### config.mk
export PLATFORM = sky130hd
export DESIGN_NAME = game_status_tx
export DESIGN_NICKNAME = d
export VERILOG_FILES = /design/src/rtl/game_link_pkg.sv /design/src/rtl/uart_tx_byte.sv /design/src/rtl/game_status_tx.sv
export SDC_FILE = /design/constraint.sdc
export NUM_CORES = 1
export LEC_CHECK = 0
export CAP_MARGIN = 15
export CORE_MARGIN = 10
export CORE_UTILIZATION = 52
export DETAILED_ROUTE_END_ITERATION = 10
export GPL_TIMING_DRIVEN = 0
export PLACE_DENSITY = 0.77
export SYNTH_ARGS = -nofsm -noshare
export SYNTH_HDL_FRONTEND = slang
export SYNTH_HIERARCHICAL = 1
export SYNTH_SLANG_ARGS = --single-unit
export TNS_END_PERCENT = 1
### constraint.sdc
create_clock -name clk -period 2.35 [get_ports clk]
set_input_delay 0.235 -clock clk [delete_from_list [all_inputs] [get_ports clk]]
set_output_delay 0.235 -clock clk [all_outputs]
set_load 0.01 [all_outputs]
### src/rtl/game_link_pkg.sv
// Shared definitions for the game-state serial link: packet layout, FSM states
// and the packing function reused by the receiver side.
package game_link_pkg;

  localparam logic [7:0]  PKT_HEADER = 8'hA5;
  localparam int unsigned PKT_LEN    = 5;

  typedef logic [PKT_LEN-1:0][7:0] pkt_t;

  typedef struct packed {
    logic [1:0] p1_lives;
    logic [1:0] p2_lives;
    logic [1:0] p1_pos;
    logic [1:0] p2_pos;
    logic [1:0] door_1;
    logic [1:0] door_2;
    logic       time_up;
    logic [3:0] seconds;
  } status_t;

  typedef enum logic [1:0] {
    ST_IDLE,
    ST_LOAD,
    ST_SEND_BYTE,
    ST_WAIT_BYTE
  } pkt_state_e;

  typedef enum logic [1:0] {
    S_IDLE,
    S_START,
    S_DATA,
    S_STOP
  } ser_state_e;

  // Byte 0 is sent first; byte 4 is the XOR checksum over bytes 1..3.
  function automatic pkt_t pack_status(input status_t s);
    pkt_t pkt;
    pkt[0] = PKT_HEADER;
    pkt[1] = {s.p1_lives, s.p2_lives, s.p1_pos, s.p2_pos};
    pkt[2] = {s.door_1, s.door_2, 4'b0000};
    pkt[3] = {s.time_up, 3'b000, s.seconds};
    pkt[4] = pkt[1] ^ pkt[2] ^ pkt[3];
    return pkt;
  endfunction

endpackage

### src/rtl/uart_tx_byte.sv
// UART 8N1 byte serializer. ready also rises in the last stop-bit cycle so a
// following byte starts with no gap; byte_done marks that same last cycle.
module uart_tx_byte
  import game_link_pkg::*;
#(
  parameter int unsigned CLKS_PER_BIT = 217
) (
  input  logic       clk,
  input  logic       reset,
  input  logic [7:0] data,
  input  logic       valid,
  output logic       ready,
  output logic       tx,
  output logic       byte_done
);

  localparam int unsigned         BAUD_W    = $clog2(CLKS_PER_BIT);
  localparam logic [BAUD_W-1:0]   BAUD_LAST = BAUD_W'(CLKS_PER_BIT - 1);
  localparam logic [BAUD_W-1:0]   BAUD_PRE  = BAUD_W'(CLKS_PER_BIT - 2);

  ser_state_e        state_q, state_d;
  logic [BAUD_W-1:0] baud_q, baud_d;
  logic [2:0]        bit_q, bit_d;
  logic [7:0]        data_q, data_d;
  logic              tx_q, tx_d;
  logic              byte_done_q, byte_done_d;
  logic              wrap_c;

  assign wrap_c    = (baud_q == BAUD_LAST);
  assign ready     = (state_q == S_IDLE) || ((state_q == S_STOP) && wrap_c);
  assign tx        = tx_q;
  assign byte_done = byte_done_q;

  always_ff @(posedge clk) begin
    if (reset) begin
      state_q     <= S_IDLE;
      baud_q      <= '0;
      bit_q       <= '0;
      data_q      <= '0;
      tx_q        <= 1'b1;
      byte_done_q <= 1'b0;
    end else begin
      state_q     <= state_d;
      baud_q      <= baud_d;
      bit_q       <= bit_d;
      data_q      <= data_d;
      tx_q        <= tx_d;
      byte_done_q <= byte_done_d;
    end
  end

  always_comb begin
    state_d     = state_q;
    baud_d      = baud_q;
    bit_d       = bit_q;
    data_d      = data_q;
    tx_d        = tx_q;
    byte_done_d = 1'b0;
    unique case (state_q)
      S_IDLE: begin
        tx_d = 1'b1;
        if (valid) begin
          state_d = S_START;
          baud_d  = '0;
          data_d  = data;
          tx_d    = 1'b0;
        end
      end
      S_START: begin
        if (wrap_c) begin
          state_d = S_DATA;
          baud_d  = '0;
          bit_d   = '0;
          tx_d    = data_q[0];
        end else begin
          baud_d = baud_q + BAUD_W'(1);
        end
      end
      S_DATA: begin
        if (wrap_c) begin
          baud_d = '0;
          if (bit_q == 3'd7) begin
            state_d = S_STOP;
            tx_d    = 1'b1;
          end else begin
            bit_d = bit_q + 3'd1;
            tx_d  = data_q[bit_q + 3'd1];
          end
        end else begin
          baud_d = baud_q + BAUD_W'(1);
        end
      end
      S_STOP: begin
        if (wrap_c) begin
          baud_d = '0;
          if (valid) begin
            state_d = S_START;
            data_d  = data;
            tx_d    = 1'b0;
          end else begin
            state_d = S_IDLE;
            tx_d    = 1'b1;
          end
        end else begin
          baud_d      = baud_q + BAUD_W'(1);
          byte_done_d = (baud_q == BAUD_PRE);
        end
      end
      default: state_d = S_IDLE;
    endcase
  end

endmodule

### src/rtl/game_status_tx.sv
// Snapshots the game state on send and streams it as a 5-byte UART packet.
// The header byte is launched in the accept cycle so the line starts next cycle.
module game_status_tx
  import game_link_pkg::*;
#(
  parameter int unsigned CLKS_PER_BIT = 217
) (
  input  logic       clk,
  input  logic       reset,
  input  logic       send,
  input  logic [1:0] p1_lives,
  input  logic [1:0] p2_lives,
  input  logic [1:0] player_1_pos,
  input  logic [1:0] player_2_pos,
  input  logic [1:0] correct_door_1,
  input  logic [1:0] correct_door_2,
  input  logic       time_up,
  input  logic [3:0] seconds,
  output logic       serial_out,
  output logic       busy,
  output logic       done
);

  localparam logic [2:0] LAST_IDX = 3'(PKT_LEN - 1);

  pkt_state_e state_q, state_d;
  logic [2:0] idx_q, idx_d;
  status_t    snap_q, snap_d;
  logic       busy_q, busy_d;
  logic       done_q, done_d;
  status_t    status_c;
  pkt_t       pkt_c;
  logic       ser_valid_c;
  logic [7:0] ser_data_c;
  logic       ser_ready;
  logic       ser_byte_done;

  assign status_c = {p1_lives, p2_lives, player_1_pos, player_2_pos,
                     correct_door_1, correct_door_2, time_up, seconds};
  assign pkt_c    = pack_status(snap_q);
  assign busy     = busy_q;
  assign done     = done_q;

  uart_tx_byte #(
    .CLKS_PER_BIT(CLKS_PER_BIT)
  ) u_ser (
    .clk       (clk),
    .reset     (reset),
    .data      (ser_data_c),
    .valid     (ser_valid_c),
    .ready     (ser_ready),
    .tx        (serial_out),
    .byte_done (ser_byte_done)
  );

  always_ff @(posedge clk) begin
    if (reset) begin
      state_q <= ST_IDLE;
      idx_q   <= '0;
      snap_q  <= '0;
      busy_q  <= 1'b0;
      done_q  <= 1'b0;
    end else begin
      state_q <= state_d;
      idx_q   <= idx_d;
      snap_q  <= snap_d;
      busy_q  <= busy_d;
      done_q  <= done_d;
    end
  end

  // Next byte is offered while the current one sits in its final stop cycle.
  always_comb begin
    state_d     = state_q;
    idx_d       = idx_q;
    snap_d      = snap_q;
    busy_d      = busy_q;
    done_d      = 1'b0;
    ser_valid_c = 1'b0;
    ser_data_c  = 8'h00;
    unique case (state_q)
      ST_IDLE: begin
        if (send) begin
          ser_valid_c = 1'b1;
          ser_data_c  = PKT_HEADER;
          snap_d      = status_c;
          idx_d       = '0;
          busy_d      = 1'b1;
          state_d     = ST_LOAD;
        end
      end
      ST_LOAD:      state_d = ST_SEND_BYTE;
      ST_SEND_BYTE: state_d = ST_WAIT_BYTE;
      ST_WAIT_BYTE: begin
        if (idx_q != LAST_IDX) begin
          if (ser_ready) begin
            ser_valid_c = 1'b1;
            ser_data_c  = pkt_c[idx_q + 3'd1];
            idx_d       = idx_q + 3'd1;
            state_d     = ST_SEND_BYTE;
          end
        end else if (ser_byte_done) begin
          state_d = ST_IDLE;
          busy_d  = 1'b0;
          done_d  = 1'b1;
        end
      end
      default: state_d = ST_IDLE;
    endcase
  end

endmodule

Word level (Yosys, flattened, before mapping)
Cells that the tools add are included.

word-level totals
  input port bits = 20
  output and inout bits = 3
  register bits after elaboration = 47
  logic and storage cells = 117

operators by class
  reduce and logical (&&, ||, !) cells = 18
  $lt $le $gt $ge = 2
  mux-type cells = 49
  equality and inequality tests = 23
  add/subtract/negate cells = 3
  bitwise operators = 4

operator list
  cell                                                   count
  2-to-1 mux 8 bit                                       8
  one-hot mux 8 bit (2 select lines)                     3
  binary-select mux 8 bit (select 3 bit)                 1
  2-to-1 mux 2 bit                                       9
  2-to-1 mux 3 bit                                       6
  == test 8 bit, second input constant                   2
  one-hot mux 2 bit (4 select lines)                     2
  XOR 8 bit                                              2
  2-to-1 mux 1 bit                                       14
  inequality test 2 bit, second input constant           6
  one-hot mux 3 bit (2 select lines)                     2
  AND reduction 4 bit                                    3
  inequality test 2 x 1 -> 1 bit, second input constant  5
  OR reduction 3 bit                                     3
  adder 8 x 1 -> 8 bit, second input constant            1
  == test 2 bit, second input constant                   4
  < comparator 3 x 4 -> 1 bit, second input constant     2
  adder 3 x 1 -> 3 bit, second input constant            2
  inequality test 3 bit, second input constant           2
  AND reduction 3 bit                                    2
  nonzero test 2 bit                                     3
  AND reduction 5 bit                                    1
  == test 2 x 1 -> 1 bit, second input constant          2
  zero test 2 bit                                        2
  9 further kinds                                        12

Longest topological paths before layout
Gate-level depths: netlist of the first run.

  depth after elaboration = 10
  depth in mapped cells = 12
  mapped depth without buffers = 11

Cells and area by module
The synthesis of the first run kept the hierarchy.

by module, submodules not included
  module          times used  seq. area each (um^2)  area an instance (um^2)  cells each
  game_status_tx  1           480.5                  1385.1                   185
  uart_tx_byte    1           460.4                  1307.5                   140

Worst setup path after synthesis of the first run
Ideal clock, no wire load.

  path kind = flip-flop to flip-flop
  from = reg idx_q[0]
  to = reg u_ser.baud_q[7]
  buffers on the path = 1
  slack = -0.059 ns
  stages on the path, launching flop included = 11
  arrival time = 2.338 ns
  setup time = 0.071 ns
  required time = 2.279 ns
  period minus slack after synthesis = 2.409 ns
  path through = dfxtp_1 clkinv_1 ha_1 nand2_1 nand4b_1 o21ai_0 nand2b_1 buf_4 nand4_1 or3_1 a21oi_1

between the ends
  cells in the longest elaborated chain, start to end = 4

ends and longest elaborated chain
  what                                    line                  text
  start, declared                         game_status_tx.sv:27  logic [2:0] idx_q, idx_d;
  start signal, assigned                  game_status_tx.sv:65  idx_q <= idx_d;
  inequality test 3 bit                   game_status_tx.sv:95  if (idx_q != LAST_IDX) begin
  2-to-1 mux 1 bit                        game_status_tx.sv:95
  one-hot mux 1 bit (2 select lines)      game_status_tx.sv:81  unique case (state_q)
  net ser_valid_c                         game_status_tx.sv:33  logic ser_valid_c;
  inequality test 2 bit (no source line)  -
  end signal, assigned                    uart_tx_byte.sv:44    baud_q <= baud_d;
  end, declared                           uart_tx_byte.sv:22    logic [BAUD_W-1:0] baud_q, baud_d;

The timed path passes the listed nets, and every way through them passes these cells.
A chain may end at the register's enable or synchronous reset.

Worst setup path in the final report of the first run
  from = reg u_ser.state_q[1]
  to = reg u_ser.tx_q, in the netlist u_ser/tx

between the ends
  cells in the longest elaborated chain, start to end = 9
  elaborated cells on any way between the ends = 16
  classes of those cells = eq/ne (6); mux (6); reduce/logical (4)

ends and longest elaborated chain
  what                                  line                                    text
  start, declared                       uart_tx_byte.sv:21                      ser_state_e state_q, state_d;
  start signal, assigned                uart_tx_byte.sv:43                      state_q <= state_d;
  == test 2 bit                         uart_tx_byte.sv:30                      assign ready = (state_q == S_IDLE) || ((state_q == S_STOP) && wrap_c);
  logical AND 1 bit                     uart_tx_byte.sv:30
  logical OR 1 bit *                    uart_tx_byte.sv:30
  net ser_ready                         game_status_tx.sv:35                    logic ser_ready;
  2-to-1 mux 1 bit *                    game_status_tx.sv:96                    if (ser_ready) begin
  2-to-1 mux 1 bit *                    game_status_tx.sv:95
  one-hot mux 1 bit (2 select lines) *  game_status_tx.sv:81
  net ser_valid_c                       game_status_tx.sv:33
  2-to-1 mux 1 bit *                    uart_tx_byte.sv:62, uart_tx_byte.sv:96
  2-to-1 mux 1 bit                      uart_tx_byte.sv:94                      if (wrap_c) begin
  one-hot mux 1 bit (4 select lines) *  uart_tx_byte.sv:59                      unique case (state_q)
  end signal, assigned                  uart_tx_byte.sv:47                      tx_q <= tx_d;
  end, declared                         uart_tx_byte.sv:25                      logic tx_q, tx_d;

The timed path passes the listed nets; every way through them passes the cells marked *. The select of a mux whose other input is x is not followed.

==> results.ini, run 1 <==
[floorplanning]
ioPinCount = 23
die_height_um = 92.0
initial_core_util_pct = 53.1
rows = 26
coreArea_um2 = 5070
die_w_um = 92.0
die-area_um2 = 8460

[finish]
fin_area_um2 = 3190
area_delta_synth_final_pct = 18.5
fin_util_pct = 62.9
n_antenna_cell = 0
layout.nets = 394
drive_above_1_share_pct = 11.4

[sta]
fin_crit_ns = 2.21
finalSetupViolCount = 0
worstMarginPinSlew_ns = 0.531
maxSlewHeadroom_pct = 64.5
finalHoldViolCount = 0
fmax_ghz = 0.453
finalClockSkew_ns = 0.00815
post-route-period-util_pct = 93.9
tns_ns = 0
slew_viol_final = 0
setup_ws_ns = 0.143

[global_route]
grt_pass1_vias = 2313
grt_pass1_wl_mm = 9.99
antenna_found_initial = 0
track_usage_pct = 13.8
grt_max_degree = 14
grt_overflow_total = 0

[cts]
cts_max_path_buffers = 2
cts-root-buf = clkbuf_8
path_clk_slew_ns = 0.09
clk_latency_ns = 0.30
cts_max_level = 2
cts_tree = built
cts-buffers-inserted = 5
cts_num_sinks = 47

[route]
first_pass_iters = 4
drt-wirelength-per-cell_um = 13.8
viasPerCell = 5.53
vias = 2384
drc = 0
initialDrtViolationCount = 97
drt.antenna.violating_nets = 0
drt-total-wl_mm = 5.95

[logic_synthesis]
ys_ff_latch = 47
synth-async-reset-ratio_pct = 0
synth_area_per_cell_um2 = 8.28
synth.yosys.seq_area_share_pct = 34.9
synth_nets = 359
yosysWarnings = 6
synth_cell_types = 56
synth_top_area_share_pct = 34.9
synth_area_um2 = 2690
syn_inst = 325
synth_flop_cell = dfxtp_1
synth_commonest_cells = 47 x dfxtp_1, 47 x nand2_1, 31 x a21oi_1, 25 x nand2b_1, 19 x nor2_1
synthTopCellsByArea = dfxtp_1 35%, nand2_1 6.6%, ha_1 6.5%, nand2b_1 5.8%, a21oi_1 5.8%
synth_edf_count = 0
yosysTopAreaCell = dfxtp_1

[worst_hold_path]
worst_hold_path_type = register to register

[worst_setup_path]
path_max_fanout = 5
cp-start-kind = register
worstPathArrival_ns = 2.40
crit_path_end_kind = register
critPathKind = register to register
required_ns = 2.54

[pwr]
p_comb_share_pct = 43.2
max-vdd-ir-drop_mv = 0.478
powerDensity_nw_per_um2 = 804
switching_share_pct = 36.6
intPower_mw = 1.63
p_switching_uw = 940
clkPwrFrac_pct = 18.4
cellLeakagePower_nw = 1.16
pwr-share-seq_pct = 38.4

[placed_design]
place_area_um2 = 3000
dpl.hpwl_mm = 4.30
port-buffer-count = 22
gp_congestion = 0.837
pre_cts_ws_ns = -0.536

[run]
drv_cap = 0

[outcome]
status = finished, final reports clean

[flip-flops by register name, summed over array words and instances, names as in the netlist]
| register | cells |
|---|---|
| u_ser/byte_done | 1 |
| u_ser/data_q | 8 |
| pkt_c | 17 |
| u_ser/state_q | 2 |
| u_ser/tx | 1 |
| u_ser/bit_q | 3 |
| u_ser/baud_q | 8 |
| state_q | 2 |
| done | 1 |
| idx_q | 3 |
| busy | 1 |
[cell type report]
cell class | count | area, µm²
timing repair buffer | 28 | 265
buffer | 16 | 85.1
tap | 70 | 87.6
clock inverter | 1 | 5.00
multi-input combinational | 251 | 1680
sequential | 47 | 947
inverter | 11 | 42.5
fill | 469 | 1880
clock buffer | 7 | 76.3
[cell usage in the layout, fill, tap and decap left out, types with 2 or more instances in the layout]
| master | count |
|---|---|
| and3_1 | 3 |
| clkdlybuf4s50_1 | 22 |
| ha_1 | 13 |
| a32oi_1 | 2 |
| o21ai_0 | 7 |
| buf_4 | 10 |
| a21oi_1 | 31 |
| clkbuf_8 | 5 |
| nor2b_1 | 6 |
| nand4_1 | 8 |
| a221o_1 | 2 |
| nand2b_4 | 2 |
| o21bai_1 | 3 |
| a311oi_1 | 2 |
| nand2_1 | 47 |
| o21ai_2 | 2 |
| o22ai_1 | 2 |
| nand4b_1 | 4 |
| nor3_1 | 6 |
| a31oi_1 | 4 |
| clkinv_2 | 2 |
| nand3b_1 | 4 |
| xnor2_1 | 4 |
| dfxtp_2 | 2 |
| clkbuf_1 | 11 |
| nand2b_1 | 23 |
| dfxtp_1 | 44 |
| nor2_1 | 19 |
| xor2_1 | 5 |
| mux2i_1 | 11 |
| nand3_1 | 6 |
| or3_1 | 4 |
| inv_1 | 9 |
[power groups by stage]
stage / registers, mW / logic, mW / clock network, mW
after global routing: 0.999 / 1.23 / 0.526
after global placement: 0.996 / 0.989 / 0
after detailed placement: 1.00 / 1.00 / 0
final: 0.985 / 1.11 / 0.473
after CTS: 0.983 / 1.04 / 0.490
after floorplan: 0.981 / 0.778 / 0
[cells by family (layout without fill, tap and decap cells)]
family | Yosys count | in the layout | synth area share (%)
adder cells (fa/ha/maj) | 14 | 14 | 6.51
flip-flops | 47 | 47 | 34.9
AO/OA/AOI/OAI | 73 | 73 | 17.8
multiplexers | 14 | 14 | 5.76
AND/OR/NAND/NOR | 139 | 139 | 26.6
XOR/XNOR | 11 | 11 | 3.86
buffers and inverters | 27 | 63 | 4.51
[per-layer routing]
| layer | GRT usage, % | share of wire, % |
|---|---|---|
| met1 | 15.5 | 46 |
| met2 | 25.0 | 50 |
| met3 | 3.42 | 3.7 |
| met4 | 4.37 | 1.1 |
| met5 | 0 | 0 |
[worst paths after layout]
path              end  slack (ns)        startpoint  depth (start not counted)
max reg2reg  u_ser/tx        0.14  u_ser/state_q[1]                         10
min reg2reg      busy        0.47              busy                          2
max          u_ser/tx        0.14  u_ser/state_q[1]                         10
min              busy        0.47              busy                          2
[metrics by stage]
step	total power [mW]	cells	hold slack (ns)
floorplan	1.76	325	0.304
global placement	1.99	417	0.456
detailed placement	2.00	417	0.463
CTS	2.51	430	0.472
global route	2.75	431	0.477
finish	2.56	431	0.471
[worst max-delay path, stage by stage, from the launching register on]
cell and delay [ns]:
dfxtp_1 0.43, ha_1 0.32, nand3_4 0.12, nand2b_4 0.10, nand4b_1 0.17, o21ai_2 0.14, buf_4 0.13, or2b_1 0.23
o311a_1 0.12, a311oi_2 0.26, o21bai_1 0.08
[what timing repair did]
action,4_1_cts,5_1_grt
setup buffers,5,1
pin swaps,3,6
endpoints found under the setup margin,19,11
resized for setup,3,15
hold buffers,0,0
Note: power is estimated with default switching activity, not from simulation.
==> run 2: changes to the inputs <==
- PLACE_DENSITY: 0.77 -> 0.74
==> results.ini, run 2 (synthesis results as in run 1) <==
[outcome]
status = finished, final reports clean

[route]
initialDrtViolationCount = 96
first_pass_iters = 5
drt.antenna.violating_nets = 0
drt-total-wl_mm = 5.85
vias = 2385
drc = 0
drt-wirelength-per-cell_um = 13.5
viasPerCell = 5.52

[cts]
path_clk_slew_ns = 0.08
cts_max_level = 2
cts_num_sinks = 47
cts_tree = built
cts_hold_buf = 0
cts-root-buf = clkbuf_8
clk_latency_ns = 0.29
cts_max_path_buffers = 2
cts-buffers-inserted = 5

[global_route]
grt_max_degree = 14
antenna_found_initial = 0
grt_pass1_wl_mm = 10.1
track_usage_pct = 14.1
grt_pass1_vias = 2259
grt_overflow_total = 0

[worst_setup_path]
crit_path_end_kind = register
path_max_fanout = 4
timing.rr.start = u_ser/baud_q[0]
regToRegSetupSlack_ns = 0.08
cp-endpoint = u_ser/tx
r2r-end = u_ser/tx
critPathKind = register to register
required_ns = 2.54
worstPathArrival_ns = 2.46
rr_worst_depth = 12
cp-start-kind = register
critPathLaunch = u_ser/baud_q[0]

[pwr]
pwr-share-seq_pct = 38.3
cellLeakagePower_nw = 1.15
powerDensity_nw_per_um2 = 808
switching_share_pct = 36.6
power_mw = 2.57
p_comb_share_pct = 43.4
p_switching_uw = 941
intPower_mw = 1.63
clkPwrFrac_pct = 18.4
max-vdd-ir-drop_mv = 0.404

[finish]
multi_input_area_um2 = 1670
final_common_cell = nand2_1
regArea_um2 = 945
most-common-layout-cells = 47 x nand2_1, 44 x dfxtp_1, 31 x a21oi_1, 24 x nand2b_1, 22 x clkdlybuf4s50_1
layout.nets = 395
n_fill_cell = 451
fin_util_pct = 62.7
n_antenna_cell = 0
drive_above_1_share_pct = 11.3
area_delta_synth_final_pct = 18.1
largest_reg_flops = 17

[floorplanning]
die_height_um = 92.0
initial_core_util_pct = 53.1
die-area_um2 = 8460
coreArea_um2 = 5070
rows = 26
ioPinCount = 23
die_w_um = 92.0

[worst_hold_path]
worst_hold_path_type = register to register

[sta]
fmax_ghz = 0.440
finalSetupViolCount = 0
maxSlewHeadroom_pct = 65.7
rsz0062_at_grt = true
worstMarginPinSlew_ns = 0.513
slew_viol_final = 0
finalHoldViolCount = 0
post-route-period-util_pct = 96.6
fin_crit_ns = 2.27
finalClockSkew_ns = 0.00293

[placed_design]
dpl.hpwl_mm = 4.27
gp_congestion = 0.816
port-buffer-count = 22

[run]
drv_cap = 0

-- run 2: changes by cell type in the layout (fill, tap and decap cells not counted), sizes merged --
cell	previous run	this run
buf	12	13
-- run 2: power by group through the flow --
stage          sequential, mW  clock, mW  combinational [mW]
2_1_floorplan           0.981          0               0.778
3_5_place_dp            0.999          0                1.01
4_1_cts                 0.981      0.484                1.05
6_report                0.984      0.472                1.11
5_1_grt                 0.997      0.513                1.24
3_3_place_gp            0.996          0               0.991
-- run 2: routing by layer --
layer	vias to the layer above	track usage, %	wire [µm]
met4	0	4.88	74
met3	8	2.77	200
li1	1219	-	-
met5	-	0	0
met2	42	23.5	2850
met1	1116	17.5	2730
-- run 2: stage by stage --
| stage | instances | setup slack (ns) | TNS [ns] | hold slack [ns] | instance area, µm² |
|---|---|---|---|---|---|
| after floorplan | 325 | 0.0122 | 0 | 0.304 | 2700 |
| after global placement | 417 | -0.535 | -4.99 | 0.457 | 3000 |
| after detailed placement | 417 | -0.489 | -3.86 | 0.467 | 3000 |
| after CTS | 432 | 0.0379 | 0 | 0.479 | 3140 |
| after global routing | 432 | -0.0852 | -0.183 | 0.490 | 3180 |
| final | 432 | 0.0790 | 0 | 0.477 | 3180 |
-- run 2: what timing repair did --
item                       in CTS  in global routing
gates resized for setup         2                 12
setup endpoints to repair      19                 13
buffers inserted                7                  0
pin swaps                       2                  6
-- run 2: worst min path at each step --
stage | start | to | slack [ns] | cells after the start
2_1_floorplan | reset | pkt_c[9] | 0.30 | 1
3_3_place_gp | busy | busy | 0.46 | 2
3_5_place_dp | pkt_c[9] | pkt_c[9] | 0.47 | 2
4_1_cts | p2_lives[1] | pkt_c[13] | 0.48 | 3
5_1_grt | seconds[3] | pkt_c[27] | 0.49 | 3
6_report | busy | busy | 0.48 | 2
-- run 2: area by class of cell --
class	instances	share of cell area, %
buffer	16	2.68
clock buffer	7	2.40
sequential	47	29.7
tap	70	2.75
inverter	11	1.34
clock inverter	1	0.157
timing repair buffer	29	8.58
multi-input combinational	251	52.4
-- run 2: worst max-delay path: stages (launching register included) --
cell and delay (ns):
dfxtp_2 0.34, inv_2 0.06, ha_1 0.13, and3b_2 0.21, nand3_2 0.10, nand2b_1 0.15, nand4b_1 0.18, o21ai_2 0.14
buf_4 0.14, or2b_1 0.23, a21boi_2 0.16, a311oi_2 0.24, o21bai_1 0.08
==> variant, RTL diff (config.mk and constraints of run 2) <==
Take the reset off `data_q` and load it in a clocked block of its own.
--- a/src/rtl/uart_tx_byte.sv
+++ b/src/rtl/uart_tx_byte.sv
@@ -36,17 +36,19 @@
       state_q     <= S_IDLE;
       baud_q      <= '0;
       bit_q       <= '0;
-      data_q      <= '0;
       tx_q        <= 1'b1;
       byte_done_q <= 1'b0;
     end else begin
       state_q     <= state_d;
       baud_q      <= baud_d;
       bit_q       <= bit_d;
-      data_q      <= data_d;
       tx_q        <= tx_d;
       byte_done_q <= byte_done_d;
     end
+  end
+
+  always_ff @(posedge clk) begin
+    data_q <= data_d;
   end
 
   always_comb begin
Formal check against the unedited RTL: same outputs for any inputs over 10 cycles, from zero or initial values and one cycle with reset high; that may be too few to reach the edited logic, so the function may still have changed.
==> variant against run 2 <==
  * First-iteration DRC count is 24% lower
  * Synthesized area is 3.0% lower
  * Wire length is 6.2% lower
  * Setup slack better by 48 ps
  * Non-clock buffer count is 11 lower
  * Largest power group is now registers
  * Die area is 2.3% lower
  * Largest cell class unchanged
  * Power is 0.83% lower
  * Final area is 4.1% lower
  * Worst hold slack worse by 2.3 ps
  * Critical path depth is 2 lower
  * Global-route usage is 0.99 points lower
  * Utilization is 1.1 points higher
  * Sequential cell count stayed put
==> variant: results (changes against run 2) <==
| Metric | Value |
|---|---|
| Status | finished clean (unchanged) |
| Number of flops mapped to enable cells by yosys | 8 (was 0) |
| Wire length per cell | 13.8 um (was 13.5 um) |
| Max reg flops | 17 (unchanged) |
| Setup WS pre-CTS | -534 ps (was -489 ps) |
| Net Count, Synth | 334 (was 359) |
| TritonRoute pass-1 iters | 4 (was 5) |
| CP arrival | 2400 ps (was 2460 ps) |
| Largest stage delay on the critical path | 360 ps (was 340 ps) |
| VDD IR max | 0.347 mV (was 0.404 mV) |
| Total track usage | 0.131 (was 0.141) |
| Synth cell count leaders | 47 x nand2_1, 39 x dfxtp_1, 29 x a21oi_1 (was 47 x dfxtp_1, 47 x nand2_1, 31 x a21oi_1) |
| # fillers | 431 (was 451) |
| Warnings, synthesis | 6 (unchanged) |
| Worst hold path cell count | 2 (unchanged) |
| Dpl hpwl | 4070 um (was 4270 um) |
| Area post-placement | 2920 um2 (was 3000 um2) |
| Top cells by area, synth | dfxtp_1 30%, edfxtp_1 9.2%, nand2_1 6.8% (was dfxtp_1 35%, nand2_1 6.6%, ha_1 6.5%) |
| Fin Clk Skew | 4.60 ps (was 2.93 ps) |
| Fin worst setup slack | 127 ps (was 79.0 ps) |
| Synthesized instance count | 300 (was 325) |
| Met2 Use GR | 0.219 (was 0.235) |
| CP Max Fanout | 5 (was 4) |
| Sequential-to-total area share from yosys stat | 0.391 (was 0.349) |
| Final wirelength | 5490 um (was 5850 um) |
| Family with the most delay on the worst path | compound AO/OA/AOI/OAI gates (was simple AND/OR/NAND/NOR gates) |
| Final nets | 363 (was 395) |
| Met3 Track Usage GR | 0.0324 (was 0.0277) |
| Cell variety after synth | 52 (was 56) |
| Max-slew headroom | 0.531 (was 0.657) |
| GP Congestion | 0.837 (was 0.816) |
| First-pass GRT wire length | 9290 um (was 10100 um) |
| Via count | 2189 (was 2385) |
| # port buffers | 22 (unchanged) |
| GR Layer Usage met1 | 0.157 (was 0.175) |
| Placed cell count | 389 (was 417) |
| Cells on worst reg2reg path | 10 (was 12) |
| Number of global-route vias before repair | 2097 (was 2259) |
| 1st-iter DRT viols | 73 (was 96) |
| P_leak | 1.04 nW (was 1.15 nW) |
variant: cell types whose count changed in the layout (fill, tap and decap cells not counted), sizes merged, moves of 3 or more:
cell	before	now
nand3	7	10
buf	13	2
dfxtp	47	39
nand2b	25	7
xor2	6	3
xnor2	5	9
edfxtp	0	8
nand4	8	5
mux2i	11	8
variant: kinds of logic (layout without fill, tap and decap cells):
family          Yosys count  count (layout)  synth area share
buf+inv                  25              55            0.0374
simple gates            122             122             0.243
mux                      10              10            0.0407
fa+ha+maj                14              14            0.0671
flops                    47              47             0.391
xor+xnor                 12              12            0.0431
compound gates           70              70             0.178
variant: where the power goes:
group          switching, mW  internal, mW  leakage, nW
clock network          0.251         0.203       0.0403
registers             0.0923         0.975        0.396
logic                  0.580         0.448        0.607
total                  0.923          1.63         1.04
variant: worst reg2reg max path, stage by stage (launching register included):
cell and delay, ps:
dfxtp_2 360, inv_1 100, ha_2 210, nand3b_4 110
nor2_2 120, a21o_1 190, nand4b_1 210, o21ai_4 160
mux2i_1 100, mux2_4 260, a311o_1 310
variant: final cells by class:
type / instances / area, um2 / area share
Clock buffer: 6 / 72.6 / 0.0238
Tap cell: 67 / 83.8 / 0.0275
Clock inverter: 2 / 7.51 / 0.00246
Sequential cell: 47 / 1020 / 0.336
Timing Repair Buffer: 23 / 228 / 0.0746
Inverter: 13 / 50.0 / 0.0164
Multi-Input combinational cell: 228 / 1540 / 0.504
Buffer: 11 / 46.3 / 0.0152
variant: per-layer routing:
metal	up-vias	part of all wire
met5	-	0
met4	0	0.013
met3	10	0.039
met2	53	0.47
met1	1002	0.47
li1	1124	-
variant: timing repair:
item	4_1_cts	5_1_grt
setup endpoints to repair	22	27
cloned	0	0
setup buffers	1	0
pin swaps	0	3
resized for setup	4	15
